--- config.mk ---
export PLATFORM = sky130hd
export DESIGN_NAME = dma_stream_scheduler
export DESIGN_NICKNAME = d
export VERILOG_FILES = /design/src/rtl/dma_stream_scheduler.sv
export SDC_FILE = /design/constraint.sdc
export NUM_CORES = 1
export LEC_CHECK = 0
export ABC_AREA = 1
export BUFFER_PORTS_ARGS = -buffer_cell sky130_fd_sc_hd__buf_2
export CAP_MARGIN = 30
export CORE_AREA = 4 4 52 54
export DETAILED_ROUTE_END_ITERATION = 10
export DIE_AREA = 0 0 56 58
export PLACE_DENSITY = 0.84
export SYNTH_ARGS = -nofsm -noshare
export SYNTH_HDL_FRONTEND = slang
export SYNTH_SLANG_ARGS = --single-unit
--- constraint.sdc ---
create_clock -name i_clk -period 3.2 [get_ports i_clk]
set_input_delay 0.32 -clock i_clk [delete_from_list [all_inputs] [get_ports i_clk]]
set_output_delay 0.32 -clock i_clk [all_outputs]
set_load 0.02 [all_outputs]
--- src/rtl/dma_stream_scheduler.sv ---
// dma_stream_scheduler: priority arbiter that locks the AHB datapath to one stream per bounded burst.
// Optional DMA_SCHED_RR_EN: round-robin tie-break within a priority level (default: lowest index wins).
module dma_stream_scheduler #(
    parameter int NUMB_CH     = 4,
    parameter int SIZE_EXP    = 5,
    parameter int BURST_BEATS = 4,
    localparam int SEL_W      = (NUMB_CH > 1) ? $clog2(NUMB_CH) : 1,
    localparam int LB_W       = SIZE_EXP + 1
) (
    input  logic                    i_clk,
    input  logic                    i_reset,
    input  logic [NUMB_CH-1:0]      i_en_stream,
    input  logic [2*NUMB_CH-1:0]    i_pl,
    input  logic [NUMB_CH-1:0]      i_requests,
    input  logic                    i_relevance_req,
    input  logic [LB_W*NUMB_CH-1:0] i_left_bytes,
    input  logic                    i_beat_done,
    output logic                    o_grant_valid,
    output logic                    o_grant_start,
    output logic [SEL_W-1:0]        o_stream_sel
);
    localparam int CNT_W = $clog2(BURST_BEATS) + 1;

    typedef enum logic [1:0] {IDLE, GRANT, BUSY} state_t;

    state_t             r_state, w_next;
    logic [NUMB_CH-1:0] w_elig;
    logic               w_any, w_found, w_release;
    logic [1:0]         w_max;
    logic [SEL_W-1:0]   w_win, w_start, r_sel;
    logic [CNT_W-1:0]   r_cnt, w_cnt_inc;
    logic               r_valid, r_start;
    int                 w_idx;

    always_comb begin
        for (int c = 0; c < NUMB_CH; c++)
            w_elig[c] = i_en_stream[c] && (i_left_bytes[c*LB_W +: LB_W] != '0) &&
                        (i_requests[c] || i_relevance_req);
    end

    always_comb begin
        w_any = 1'b0;
        w_max = 2'd0;
        for (int c = 0; c < NUMB_CH; c++) begin
            w_any = w_any | w_elig[c];
            if (w_elig[c] && i_pl[2*c +: 2] > w_max)
                w_max = i_pl[2*c +: 2];
        end
    end

`ifdef DMA_SCHED_RR_EN
    logic [SEL_W-1:0] r_rr [4];
    logic [1:0]       r_lvl;

    assign w_start = (r_rr[w_max] == SEL_W'(NUMB_CH - 1)) ? '0 : r_rr[w_max] + SEL_W'(1);

    // Pointer holds the last index granted at each level; reset makes index 0 searched first.
    always_ff @(posedge i_clk or posedge i_reset) begin
        if (i_reset) begin
            for (int l = 0; l < 4; l++)
                r_rr[l] <= SEL_W'(NUMB_CH - 1);
            r_lvl <= 2'd0;
        end else if (r_state == IDLE && w_any) begin
            r_lvl <= w_max;
        end else if (r_state == GRANT) begin
            r_rr[r_lvl] <= r_sel;
        end
    end
`else
    assign w_start = '0;
`endif

    always_comb begin
        w_win   = '0;
        w_found = 1'b0;
        w_idx   = 0;
        for (int k = 0; k < NUMB_CH; k++) begin
            w_idx = (int'(w_start) + k) % NUMB_CH;
            if (!w_found && w_elig[w_idx] && i_pl[2*w_idx +: 2] == w_max) begin
                w_win   = SEL_W'(w_idx);
                w_found = 1'b1;
            end
        end
    end

    assign w_cnt_inc = (r_cnt == CNT_W'(BURST_BEATS)) ? r_cnt : r_cnt + CNT_W'(1);
    assign w_release = (i_beat_done && w_cnt_inc == CNT_W'(BURST_BEATS)) ||
                       !i_en_stream[r_sel] || (i_left_bytes[r_sel*LB_W +: LB_W] == '0);

    always_ff @(posedge i_clk or posedge i_reset) begin
        if (i_reset)
            r_state <= IDLE;
        else
            r_state <= w_next;
    end

    always_comb begin
        w_next = r_state;
        case (r_state)
            IDLE:    w_next = w_any ? GRANT : IDLE;
            GRANT:   w_next = BUSY;
            BUSY:    w_next = w_release ? IDLE : BUSY;
            default: w_next = IDLE;
        endcase
    end

    // Outputs are registered from the next state so they carry no input-to-output path.
    always_ff @(posedge i_clk or posedge i_reset) begin
        if (i_reset) begin
            r_sel   <= '0;
            r_cnt   <= '0;
            r_valid <= 1'b0;
            r_start <= 1'b0;
        end else begin
            if (r_state == IDLE && w_any)
                r_sel <= w_win;
            r_cnt   <= (r_state == GRANT) ? '0 :
                       (r_state == BUSY && i_beat_done) ? w_cnt_inc : r_cnt;
            r_valid <= (w_next != IDLE);
            r_start <= (w_next == GRANT);
        end
    end

    assign o_grant_valid = r_valid;
    assign o_grant_start = r_start;
    assign o_stream_sel  = r_sel;
endmodule

# After elaboration in Yosys (flattened, before gate mapping)

Index checks and enable logic that the tools add are counted.

Bits in registers: 9
Output and inout bits: 4
Bits of input ports: 44
Logic and storage cells: 83

Mux-type cells: 18
Shifts and indexed selects: 1
Add/subtract/negate cells: 1
Equal/unequal tests: 9
Reductions and logical operators: 40
Bitwise operators: 3
Multipliers: 1
$lt $le $gt $ge: 5

Operators by type and width:

| kind                                                          | number |
|---|---|
| nonzero test 6 bit                                            | 4 |
| indexed part select 24 x 6 -> 6 bit                           | 1 |
| logical AND 1 bit                                             | 22 |
| 2-to-1 mux 2 bit                                              | 7 |
| 2-to-1 mux 3 bit                                              | 3 |
| equality test 2 bit                                           | 4 |
| equality test 3 bit, second input constant                    | 2 |
| greater-than comparator 2 bit                                 | 3 |
| logical NOT 6 bit                                             | 1 |
| logical OR 1 bit                                              | 6 |
| 2-to-1 mux 1 bit                                              | 6 |
| one-hot mux 2 bit (3 select lines)                            | 1 |
| equality test 2 x 1 -> 1 bit, second input constant           | 2 |
| logical NOT 1 bit                                             | 4 |
| multiplier 2 x 2 -> 4 bit, second input constant              | 1 |
| nonzero test 2 bit                                            | 2 |
| adder 3 x 1 -> 3 bit, second input constant                   | 1 |
| less-than comparator 2 x 3 -> 1 bit, second input constant    | 1 |
| OR 1 bit                                                      | 3 |
| binary-select mux 1 bit (select 2 bit)                        | 1 |
| equality test 2 bit, second input constant                    | 1 |
| greater-than comparator 2 x 1 -> 1 bit, second input constant | 1 |
| logical NOT 2 bit                                             | 1 |

# Logic depth before layout (Yosys ltp)

Gate-level depths: netlist of the first run.

Depth after elaboration: 29
Gate-level depth with buffers: 37
Mapped depth without buffers: 37

# Least setup slack after synthesis of the first run

Ideal clock, no wire load.

Path type: input-to-reg
From: input i_left_bytes[4]
To: register r_sel[0], in the netlist o_stream_sel[0]
Path buffers: 0
Data required time: 3.083 ns
Library setup time: 0.117 ns
Arrival time: 3.573 ns
Stages on the path: 36
Setup slack: -0.490 ns
Cell sequence: nor2_1 nand3_1 nand2_2 nor2_1 inv_1 ha_1 nand2_1 a21boi_2 inv_2 nor2_4 nand2_2 nand2_1 inv_1 ha_1 nand2_1 inv_1 nor2_1 nand2_4 nand3_2 nand2_2 ha_1 inv_1 nor2_1 nor2_1 a21oi_2 nand2_2 inv_2 nand2_1 nand2_4 nor2_1 nor2_1 nand2_1 nand2_1 nand2_1 nand2_1 nand2_1

Cells in the longest elaborated chain, start to end: 29
Elaborated cells on any way between the ends: 38
Classes of those cells: order compare (3); eq/ne (4); mux (10); bitwise (3); reduce/logical (18)

Ends and longest elaborated chain:

| element                            | RTL line | text |
|---|---|---|
| start: declaration                 | 16       | `input logic [LB_W*NUMB_CH-1:0] i_left_bytes,` |
| nonzero test 6 bit (*)             | 37       | `w_elig[c] = i_en_stream[c] && (i_left_bytes[c*LB_W +: LB_W] != '0) &&` |
| logical AND 1 bit (*) (2 in a row) | 37       |  |
| logical AND 1 bit                  | 46       | `if (w_elig[c] && i_pl[2*c +: 2] > w_max)` |
| 2-to-1 mux 2 bit                   | 46       |  |
| greater-than comparator 2 bit      | 46       |  |
| logical AND 1 bit                  | 46       |  |
| 2-to-1 mux 2 bit                   | 46       |  |
| greater-than comparator 2 bit      | 46       |  |
| (+9 left out)                      | --       |  |
| logical AND 1 bit (2 in a row)     | 79       | `if (!w_found && w_elig[w_idx] && i_pl[2*w_idx +: 2] == w_max) begin` |
| 2-to-1 mux 1 bit                   | 79       |  |
| logical NOT 1 bit                  | 79       |  |
| logical AND 1 bit (2 in a row)     | 79       |  |
| 2-to-1 mux 1 bit                   | 79       |  |
| logical NOT 1 bit                  | 79       |  |
| logical AND 1 bit (2 in a row)     | 79       |  |
| 2-to-1 mux 2 bit                   | 79       |  |
| end signal: assignment             | 116      | `r_sel <= w_win;` |
| end: declaration                   | 30       | `logic [SEL_W-1:0] w_win, w_start, r_sel;` |

Mark *: on every way between the ends. The rest lies on a longest branch, timed or not.
A chain may end at the register's enable or synchronous reset.

# Final worst setup path of the first run

From: input i_left_bytes[3]
To: register r_sel[1], in the netlist o_stream_sel[1]

Same word-level chain as after synthesis.

==> results of run 1 <==
## layout by cell type, fill, tap and decap left out
master / count
sky130_fd_sc_hd__inv_1: 20
sky130_fd_sc_hd__or2_1: 2
sky130_fd_sc_hd__buf_4: 43
sky130_fd_sc_hd__nand2_2: 8
sky130_fd_sc_hd__a21oi_1: 3
sky130_fd_sc_hd__a21boi_4: 1
sky130_fd_sc_hd__xnor2_1: 1
sky130_fd_sc_hd__nand2_1: 34
sky130_fd_sc_hd__ha_4: 4
sky130_fd_sc_hd__a21oi_2: 1
sky130_fd_sc_hd__clkbuf_4: 3
sky130_fd_sc_hd__ha_1: 4
sky130_fd_sc_hd__clkbuf_1: 1
sky130_fd_sc_hd__buf_6: 11
sky130_fd_sc_hd__dfrtp_1: 9
sky130_fd_sc_hd__nor2_1: 16
sky130_fd_sc_hd__o21a_1: 1
sky130_fd_sc_hd__buf_2: 40
sky130_fd_sc_hd__nand3_1: 9
sky130_fd_sc_hd__or2_2: 1
sky130_fd_sc_hd__o2111ai_1: 2
sky130_fd_sc_hd__inv_2: 8
sky130_fd_sc_hd__nor4_1: 1
sky130_fd_sc_hd__nand2_4: 9
sky130_fd_sc_hd__nor2_2: 7
sky130_fd_sc_hd__a21oi_4: 1
sky130_fd_sc_hd__nand4_1: 2
sky130_fd_sc_hd__dlygate4sd3_1: 1
sky130_fd_sc_hd__inv_4: 3
sky130_fd_sc_hd__o22ai_1: 3
sky130_fd_sc_hd__nor2_4: 8
sky130_fd_sc_hd__nand3_4: 2
sky130_fd_sc_hd__nand3_2: 13
sky130_fd_sc_hd__xor2_1: 1
sky130_fd_sc_hd__a211oi_1: 2
## how the worst min path moves through the flow
stage / start / to / slack, ps / cells past startpoint
global route: i_beat_done / r_cnt[0] / 440 / 3
detailed placement: i_reset / r_cnt[0] / 290 / 2
global placement: i_reset / r_cnt[1] / 280 / 2
CTS: i_beat_done / r_cnt[2] / 420 / 3
floorplan: i_reset / o_grant_start / 150 / 1
finish: i_beat_done / r_cnt[2] / 450 / 3
## repair_timing
| action | 4_1_cts | 5_1_grt |
|---|---|---|
| endpoints found under the hold margin | 9 | 0 |
| gates resized for setup | 28 | 20 |
| endpoints found under the setup margin | 2 | 2 |
| pin swaps | 36 | 32 |
| setup buffers | 22 | 10 |
| hold buffers | 1 | 0 |
## state kept, by name (all words and copies together), names as in the netlist
signal / flops
o_grant_valid: 1
r_cnt: 3
r_state: 2
o_stream_sel: 2
o_grant_start: 1
## cell families (layout without fill, tap and decap cells)
kind of cell,Yosys count,in the layout,synth area share (%)
fa+ha+maj,8,8,8.969
compound gates,14,14,8.857
simple gates,112,112,50.00
flops,9,9,20.18
buf+inv,31,130,10.43
xor+xnor,2,2,1.570
## stage by stage
stage / hold slack, ps / power, mW / utilization, % / worst slack, ps / TNS [ps]
after floorplan: 147.9 / 0.4849 / - / -364.7 / -711.7
after global placement: 278.7 / 0.6052 / 71.89 / -664.4 / -1311
after detailed placement: 291.4 / 0.6150 / 71.89 / -826.5 / -1638
after CTS: 424.9 / 0.7659 / 86.82 / -426.7 / -839.8
after global routing: 444.7 / 0.9365 / 93.72 / -1015 / -2023
final: 449.2 / 0.8847 / 93.72 / -879.0 / -1752
## tightest hold or removal path: stages
cell and delay [ps]:
sky130_fd_sc_hd__buf_2 110, sky130_fd_sc_hd__nand3_1 150, sky130_fd_sc_hd__o22ai_1 110
## cell type report
type / instances / area, um^2 / share of cell area (%)
Timing Repair Buffer: 95 / 656.9 / 31.68
Clock buffer: 4 / 26.28 / 1.267
Tap cell: 28 / 35.03 / 1.690
Inverter: 31 / 123.9 / 5.975
Multi-Input combinational cell: 136 / 1006 / 48.52
Sequential cell: 9 / 225.2 / 10.86
## power by group through the flow
stage                     Clock (mW)  Combinational (mW)  Sequential [mW]
after global placement             0               0.413            0.192
after global routing           0.105               0.628            0.203
after CTS                     0.0950               0.479            0.192
final                         0.0977               0.588            0.199
after floorplan                    0               0.268            0.217
after detailed placement           0               0.421            0.194
## routing by layer
layer | share of wire (%) | track usage [%] | vias up
met5 | 0 | 0 | -
met4 | 9.1 | 17.29 | 0
met3 | 11 | 7.572 | 54
met2 | 47 | 48.91 | 185
met1 | 33 | 26.18 | 801
li1 | - | - | 762
==> impl_summary.md, run 1 <==
Detailed routing
The routed design has 5.716 mm of wire. The first-pass iteration count of the detailed router is 5. In the routed layout, each cell is associated on average with a via count of 5.947.

In this run the remaining antenna-violating nets after routing total 0. The number of DRC markers after the initial detailed-route iteration is 134. The count of vias placed by the detailed router is 1,802. The final routed DRC violation total is 0.

After detailed routing, the average wire length per cell comes to 18.86 um.

Critical path
The endpoint arrival time on the critical path is 4240 ps. STA classifies the critical path startpoint as a primary input. The worst register-to-register path begins at r_cnt[0].

The top cell family by delay on the critical path is simple AND/OR/NAND/NOR gates. The cell depth of the worst flop-to-flop path is 8. The termination of the worst setup path is o_stream_sel[1].

For flop-to-flop paths, the worst setup slack is 1660 ps. The critical path class is primary input to flop. The required time at the worst-slack endpoint is 3360 ps. The peak per-stage delay on the critical path is 290 ps.

The most used cell along the critical path is sky130_fd_sc_hd__nand2_4. The critical register-to-register path endpoint is o_grant_valid. Tracing the worst setup path back leads to its startpoint at i_left_bytes[3]. The number of buffers and inverters on the critical path is 6. The largest fanout on the critical path is 6. STA classifies the critical path endpoint as a flop.

The slowest cell on the critical path is sky130_fd_sc_hd__ha_4. Counting buffers and inverters, the worst setup path is 35 cells deep.

Pwr
The internal portion of the total power is 0.4485 mW. The worst-case vdd ir drop is 0.4300 mV. The standby leakage power is 1.146 nW. Per report_power, the clock group accounts for 11.0% of the total. The sequential share of power is 22.5%. The fraction of power spent switching nets is 49.31%.

The combinational cell fraction of total power is 66.5%. The net switching power of the design is 0.4362 mW. The power density over cell area is 426.7 nW/um^2.

STA
The count of final max-slew check failures came to 0. The maximum clock frequency is 245.2 MHz. The minimum clock period after layout is 4079 ps. Setup repair after global routing could not meet its margin everywhere. The slew at the pin closest to its max-slew limit is 328.1 ps. Setup violations remaining at the end of the flow were counted as 2.

Once routing completed, OpenROAD measured the worst setup slack at -879.0 ps. The count of endpoints failing hold in the final timing report is 0. The worst path uses 127.5% of the clock period.

The worst pin sits at a relative slew slack of 78.10%. The clock arrives with 16.60 ps of skew.

Placement
The final weighted congestion in routability-driven placement is 0.8430. The placed wire-length estimate after detailed placement is 2.520 mm. Input and output buffers added on the ports amount to 47. The number of placed instances, taps included is 268.

The placed cell area is 1590 um^2.

Clock network
The later pin in the worst-skew pair is clocked with a latency of 290 ps. The TritonCTS clock tree is built. Clock tree synthesis found a total of 9 sinks.

The clock-pin transition on the worst setup and hold timing paths is 80 ps. Clock tree synthesis inserted a total of 3 buffers. The maximum number of buffers from clock root to sink is 2. The depth of the CTS H-tree is 1. CTS placed an instance of sky130_fd_sc_hd__clkbuf_4 at the clock tree root.

Global route
The overflow left after global routing is 0. The global-route wire length before repair is 6.817 mm. The number of global-route vias before repair is 1,566. The initial antenna violation count is 0. In the global route stage, overall resource usage came out at 26.64%. The pin count of the biggest net entering global routing is 10.

Yosys
The average instance in the mapped netlist occupies 6.341 um^2. The top-area cell type share of the netlist area is 20.18%. The commonest cells after synthesis are sky130_fd_sc_hd__nand2_1 (42), sky130_fd_sc_hd__nor2_1 (26), sky130_fd_sc_hd__inv_1 (24), sky130_fd_sc_hd__nand3_1 (18), sky130_fd_sc_hd__dfrtp_1 (9). The synthesis-stage register bit count is 9. After synthesis, flip-flops and latches occupy 20.18% of the total area. Yosys printed 0 warnings. Synthesis produced 176 cells. Sorting the synthesized cells by area gives the leading types as sky130_fd_sc_hd__dfrtp_1 (20%), sky130_fd_sc_hd__nand2_1 (14%), sky130_fd_sc_hd__ha_1 (9.0%). Yosys mapped a number of flops with a built-in enable equal to 0.

Yosys instantiated no cell more often than sky130_fd_sc_hd__nand2_1. In this run the cell area of the synthesized design comes to 1116 um^2. After synthesis, the netlist uses 26 different library cells. When the netlist entered floorplanning its net count stood at 228. Among all flip-flop cells after synthesis, the most frequent one is sky130_fd_sc_hd__dfrtp_1. In the synthesized netlist the async set-or-reset flop fraction comes to 100.0%. The leading area contributor after synthesis is sky130_fd_sc_hd__dfrtp_1.

Floorplanning
For this configuration, the core starts out at a cell density of 50.45%. The vertical die dimension is 58 um. The number of ports placed on the die boundary is 48.

The floorplan has 17 rows. The overall die area is 3248 um^2. The area inside the core boundary is 2212 um^2. The floorplan step set the die width to 56 um.

Status
The checks that failed: setup timing. The run finished, with violations left.

Flow run
The total of max-cap violations is 0.

Cells and area
The fraction of final layout cells with drive strength greater than 1 is 59.27%. After routing the design area is 2073 um^2. The filler-free cell count of the finished design is 303. The number of diodes added for antenna fixing is 0.

After the last flow step, the layout net total stands at 328. The area growth from synthesis to layout is 85.76%. The total of fill cells in the finished design is 74.

Worst hold path
The min-delay analysis places its worst path in the category primary input to flop.
Note: power is estimated with default switching activity, not from simulation.
==> inputs of run 2 (changes only) <==
==> config.mk (replaced) <==
export PLATFORM = sky130hd
export DESIGN_NAME = dma_stream_scheduler
export DESIGN_NICKNAME = d
export VERILOG_FILES = /design/src/rtl/dma_stream_scheduler.sv
export SDC_FILE = /design/constraint.sdc
export NUM_CORES = 1
export LEC_CHECK = 0
export BUFFER_PORTS_ARGS = -buffer_cell sky130_fd_sc_hd__buf_2
export CAP_MARGIN = 30
export CORE_AREA = 4 4 53 55
export DETAILED_ROUTE_END_ITERATION = 10
export DIE_AREA = 0 0 57 59
export PLACE_DENSITY = 0.82
export SYNTH_ARGS = -nofsm -noshare
export SYNTH_HDL_FRONTEND = slang
export SYNTH_SLANG_ARGS = --single-unit
==> run 2 against run 1 <==
  * The flow finishes with violations (hold timing, setup timing)
  * Worst hold slack lost 450 ps
  * Core utilization shrank 16 points
  * Design area shrank 11%
  * Clock skew shrank 11 ps
  * First-iteration DRC count shrank 52%
  * Flip-flop and latch count is the same
  * Critical endpoint unchanged
==> impl_summary.md, run 2 <==
Yosys
The average cell area after synthesis came to 7.786 um^2 (+23%). By instance count, the leading cell after synthesis is sky130_fd_sc_hd__nand2_1. The number of flops mapped to enable cells by yosys came to 0 (unchanged). The number of distinct standard cells referenced by the synthesized netlist came to 46 (+77%). The net count after synthesis was 200 (-12%). The sequential-to-total area share from yosys stat was 19.54% (-0.64 points). The synthesis-stage register bit count is 9 (unchanged). In the synthesized netlist the dominant register cell turns out to be sky130_fd_sc_hd__dfrtp_1. The async set-or-reset flop fraction in the synthesized netlist is 100.0% (unchanged). The commonest cells after synthesis are sky130_fd_sc_hd__nand2_1 (23), sky130_fd_sc_hd__inv_1 (12), sky130_fd_sc_hd__nor2_1 (11), sky130_fd_sc_hd__dfrtp_1 (9), sky130_fd_sc_hd__ha_1 (8). The area of the mapped netlist is 1152 um^2 (+3.3%). After synthesis, the cell types taking the most area are sky130_fd_sc_hd__dfrtp_1 (20%), sky130_fd_sc_hd__ha_1 (8.7%), sky130_fd_sc_hd__nand2_1 (7.5%). The top-area cell type share of the netlist area was 19.54% (-0.64 points). The gate count after technology mapping was 148 (-16%). The yosys synthesis warning count is 0 (unchanged).

The leading area contributor after synthesis is sky130_fd_sc_hd__dfrtp_1.

Global route
The overflow left after global routing is 0 (unchanged). The number of global-route vias before repair was 1,362 (-13%). The pin count of the biggest net entering global routing is 11 (+1). The global-route wire length before repair is 5.830 mm (-14%).

The initial antenna violation count is 0 (unchanged). The overall track demand over capacity in global routing is 21.69% (-4.9 points).

Detailed routing
The first-pass iteration count of the detailed router is 4 (-1). The remaining antenna violation count is 0 (unchanged). The average detailed-routed wire length per instance was 15.34 um (-19%). The vias per cell is 5.607 (-5.7%). The number of DRC markers after the initial detailed-route iteration is 64 (-52%). The final routed wirelength across all metal layers is 3.866 mm (-32%). The count of vias placed by the detailed router is 1,413 (-22%). The final routed DRC violation total is 0 (unchanged).

Pwr
The power density over cell area is 453.1 nW/um^2 (+6.2%). The worst-case vdd ir drop is 0.4041 mV (-6.0%). The standby leakage power is 0.8306 nW (-28%). The combinational cell fraction of total power is 63.0% (-3.5 points). The sequential share of power is 26.2% (+3.7 points).

The fraction of power spent switching nets was 45.53% (-3.8 points). The part of the total power dissipated in the clock network is 10.8% (-0.2 points). The net switching power of the design is 0.3817 mW (-12%). The internal power consumption is 0.4567 mW (+1.8%).

Critical path
The most used cell along the critical path is sky130_fd_sc_hd__ha_4. The launching element type of the critical path is a primary input. The endpoint arrival time on the critical path came to 4190 ps (-50 ps). The critical path is of the primary input to flop type. The peak per-stage delay on the critical path is 410 ps (+120 ps). The cell depth of the worst flop-to-flop path is 9 (+1).

The required time at the worst-slack endpoint was 3360 ps (about the same). The top cell family by delay on the critical path is compound AO/OA/AOI/OAI gates. The endpoint identified for the worst register-to-register timing path is o_grant_valid.

STA classifies the critical path endpoint as a flop. The launch instance of the worst register-to-register path is r_cnt[0]. The worst-case register-to-register setup slack was 1220 ps (-440 ps). The number of buffers and inverters on the critical path was 1 (-5). The largest fanout on the critical path is 8 (+2). The slowest cell on the critical path is sky130_fd_sc_hd__or3_4. Traced cell by cell, the critical path runs through buf_6, nor4_4, a21oi_2, and2_4, ha_4, nor2b_4, o21ai_4, or3_4, nand2_4, ha_4, nand2_4, o21ai_4, or2_4, o22ai_4, ha_4, a211o_4, o221a_1, o211ai_1, o31ai_1, a32o_1.

Cells and area
The filler-free cell count of the finished design is 252 (-17%). Leaving out fill and tap cells, the most frequent cell in the layout is sky130_fd_sc_hd__buf_2. The layout overhead on the synthesized area is 60.59%.

The final layout net count is 275 (-16%). The number of diodes added for antenna fixing is 0 (unchanged). The flip-flop count of the largest register, all copies and words added is 3 (unchanged). Leaving out fill and tap cells, the most frequent cells in the layout are sky130_fd_sc_hd__buf_2 (45), sky130_fd_sc_hd__buf_4 (25), sky130_fd_sc_hd__nand2_1 (18). The post-layout utilization of the core is 77.52% (-16 points). The fraction of final layout cells with drive strength greater than 1 is 51.35% (-7.9 points). r_cnt holds more flip-flops than any other register.

STA
The fraction of the cycle the final worst path needs is 126.0% (-1.5 points). The worst clock skew is 5.166 ps (-11.43 ps). The count of final max-slew check failures is 0 (unchanged). The maximum clock frequency is 248.1 MHz (+1.2%). The headroom to the max-slew limit is 72.25% (-5.8 points). The total setup violations reported at the end of the flow is 2 (unchanged).

Setup repair after global routing could not meet its margin everywhere. The slew at the pin closest to its max-slew limit is 412.4 ps (+84.29 ps). The minimum clock period after layout is 4031 ps (-47.99 ps). The worst hold slack across all endpoints was -2.632 ps (-451.8 ps).

The final setup slack of the worst path is -831.0 ps (+47.99 ps). The count of endpoints failing hold in the final timing report came to 4 (+4).

Clock network
The clock insertion delay at the later pin of the skew report is 270 ps (-20 ps). The depth of the CTS H-tree is 1 (unchanged). The cell sitting at the root of the clock tree is a sky130_fd_sc_hd__clkbuf_4. The number of sinks driven by the clock tree is 9 (unchanged). The maximum number of buffers from clock root to sink was 2 (unchanged). The total CTS buffers came to 3 (unchanged). The TritonCTS clock tree is built. The hold buffer count at CTS is 0 (-1). The clock-pin transition on the worst setup and hold timing paths is 60 ps (-20 ps).

Floorplanning
The area inside the core boundary is 2387 um^2 (+7.9%). The initial core utilization was 48.27% (-2.2 points). The vertical die dimension was 59 um (+1.7%). The number of ports placed on the die boundary is 48 (unchanged). The overall die area is 3363 um^2 (+3.5%). The floorplan die width is 57 um (+1.8%). The standard-cell row count is 18 (+1).

Status
The checks that failed: hold timing, setup timing. The flow ran to the end, but the final reports show violations.

Placement
The total of buffers placed on input and output ports is 47 (unchanged). The final weighted congestion in routability-driven placement is 0.8785 (+4.2%). The number of placed instances, taps included is 244 (-9.0%).

The placed wire-length estimate after detailed placement is 2.944 mm (+17%).

Flow run
The total of max-cap violations is 0 (unchanged).

Worst hold path
The worst hold path belongs to the class primary input to async pin.
-- run 2: changes by cell type after synthesis, moves of 4 or more --
cell	before	now
sky130_fd_sc_hd__inv_1	24	12
sky130_fd_sc_hd__inv_2	7	0
sky130_fd_sc_hd__nand2_1	42	23
sky130_fd_sc_hd__nand2_2	7	0
sky130_fd_sc_hd__nand2b_1	0	4
sky130_fd_sc_hd__nand3_1	18	3
sky130_fd_sc_hd__nand3_2	5	0
sky130_fd_sc_hd__nor2_1	26	11
sky130_fd_sc_hd__nor3_1	0	5
sky130_fd_sc_hd__o211ai_1	0	4
sky130_fd_sc_hd__o21ai_0	0	7
sky130_fd_sc_hd__o21ai_1	0	6
-- run 2: cell families (layout without fill, tap and decap cells) --
family                     Yosys count  after routing  synth area share, %
and+or+nand+nor                     61             61                28.88
DFF                                  9              9                19.54
muxes                                3              3                2.714
AOI/OAI and AO/OA                   48             48                31.16
xor gates and xnor gates             5              5                3.801
adders and majority gates            8              8                8.687
buffers and inverters               14             88                5.211
-- run 2: routing by layer --
| metal | global-route usage, % | vias to the layer above | share of wire (%) |
|---|---|---|---|
| met5 | 0 | - | 0 |
| met4 | 7.285 | 0 | 2.1 |
| met3 | 1.961 | 10 | 4.2 |
| met2 | 42.90 | 46 | 56 |
| met1 | 24.06 | 662 | 37 |
| li1 | - | 695 | - |
-- run 2: worst max path at each step --
stage                          from         endpoint  slack (ps)  cells after the start
CTS                 i_left_bytes[0]  o_stream_sel[1]        -760                     20
floorplan           i_left_bytes[5]  o_stream_sel[1]        -950                     20
detailed placement  i_left_bytes[5]  o_stream_sel[1]       -1320                     22
finish              i_left_bytes[1]  o_stream_sel[1]        -830                     20
global route        i_left_bytes[1]  o_stream_sel[1]        -980                     20
global placement    i_left_bytes[5]  o_stream_sel[1]       -1060                     22
-- run 2: what timing repair did --
action                     4_1_cts  5_1_grt
resized for setup               12       20
setup endpoints to repair        2        2
pin swaps                       12       17
setup buffers                    2        2
-- run 2: power groups by stage --
stage	Combinational (mW)	Sequential (mW)	Clock [mW]
detailed placement	0.454	0.218	0
CTS	0.481	0.216	0.0906
floorplan	0.290	0.226	0
global route	0.577	0.226	0.0983
finish	0.528	0.220	0.0906
global placement	0.430	0.214	0
-- run 2: metrics by stage --
step	total power [mW]	TNS, ps	hold slack, ps	instance area, um^2	setup WS (ps)
after global placement	0.6447	-2079	279.8	1624	-1060
final	0.8385	-1595	-2.632	1851	-831.0
after CTS	0.7877	-1492	1.795	1727	-764.0
after global routing	0.9009	-1908	34.03	1851	-975.2
after detailed placement	0.6721	-2539	287.5	1624	-1322
after floorplan	0.5163	-1770	147.9	1209	-954.6
-- run 2: area by class of cell --
type | count | area [um^2]
Inverter | 12 | 45.04
Clock buffer | 4 | 26.28
Timing Repair Buffer | 72 | 435.4
Fill cell | 162 | 536.8
Multi-Input combinational cell | 125 | 1081
Tap cell | 30 | 37.54
Sequential cell | 9 | 225.2
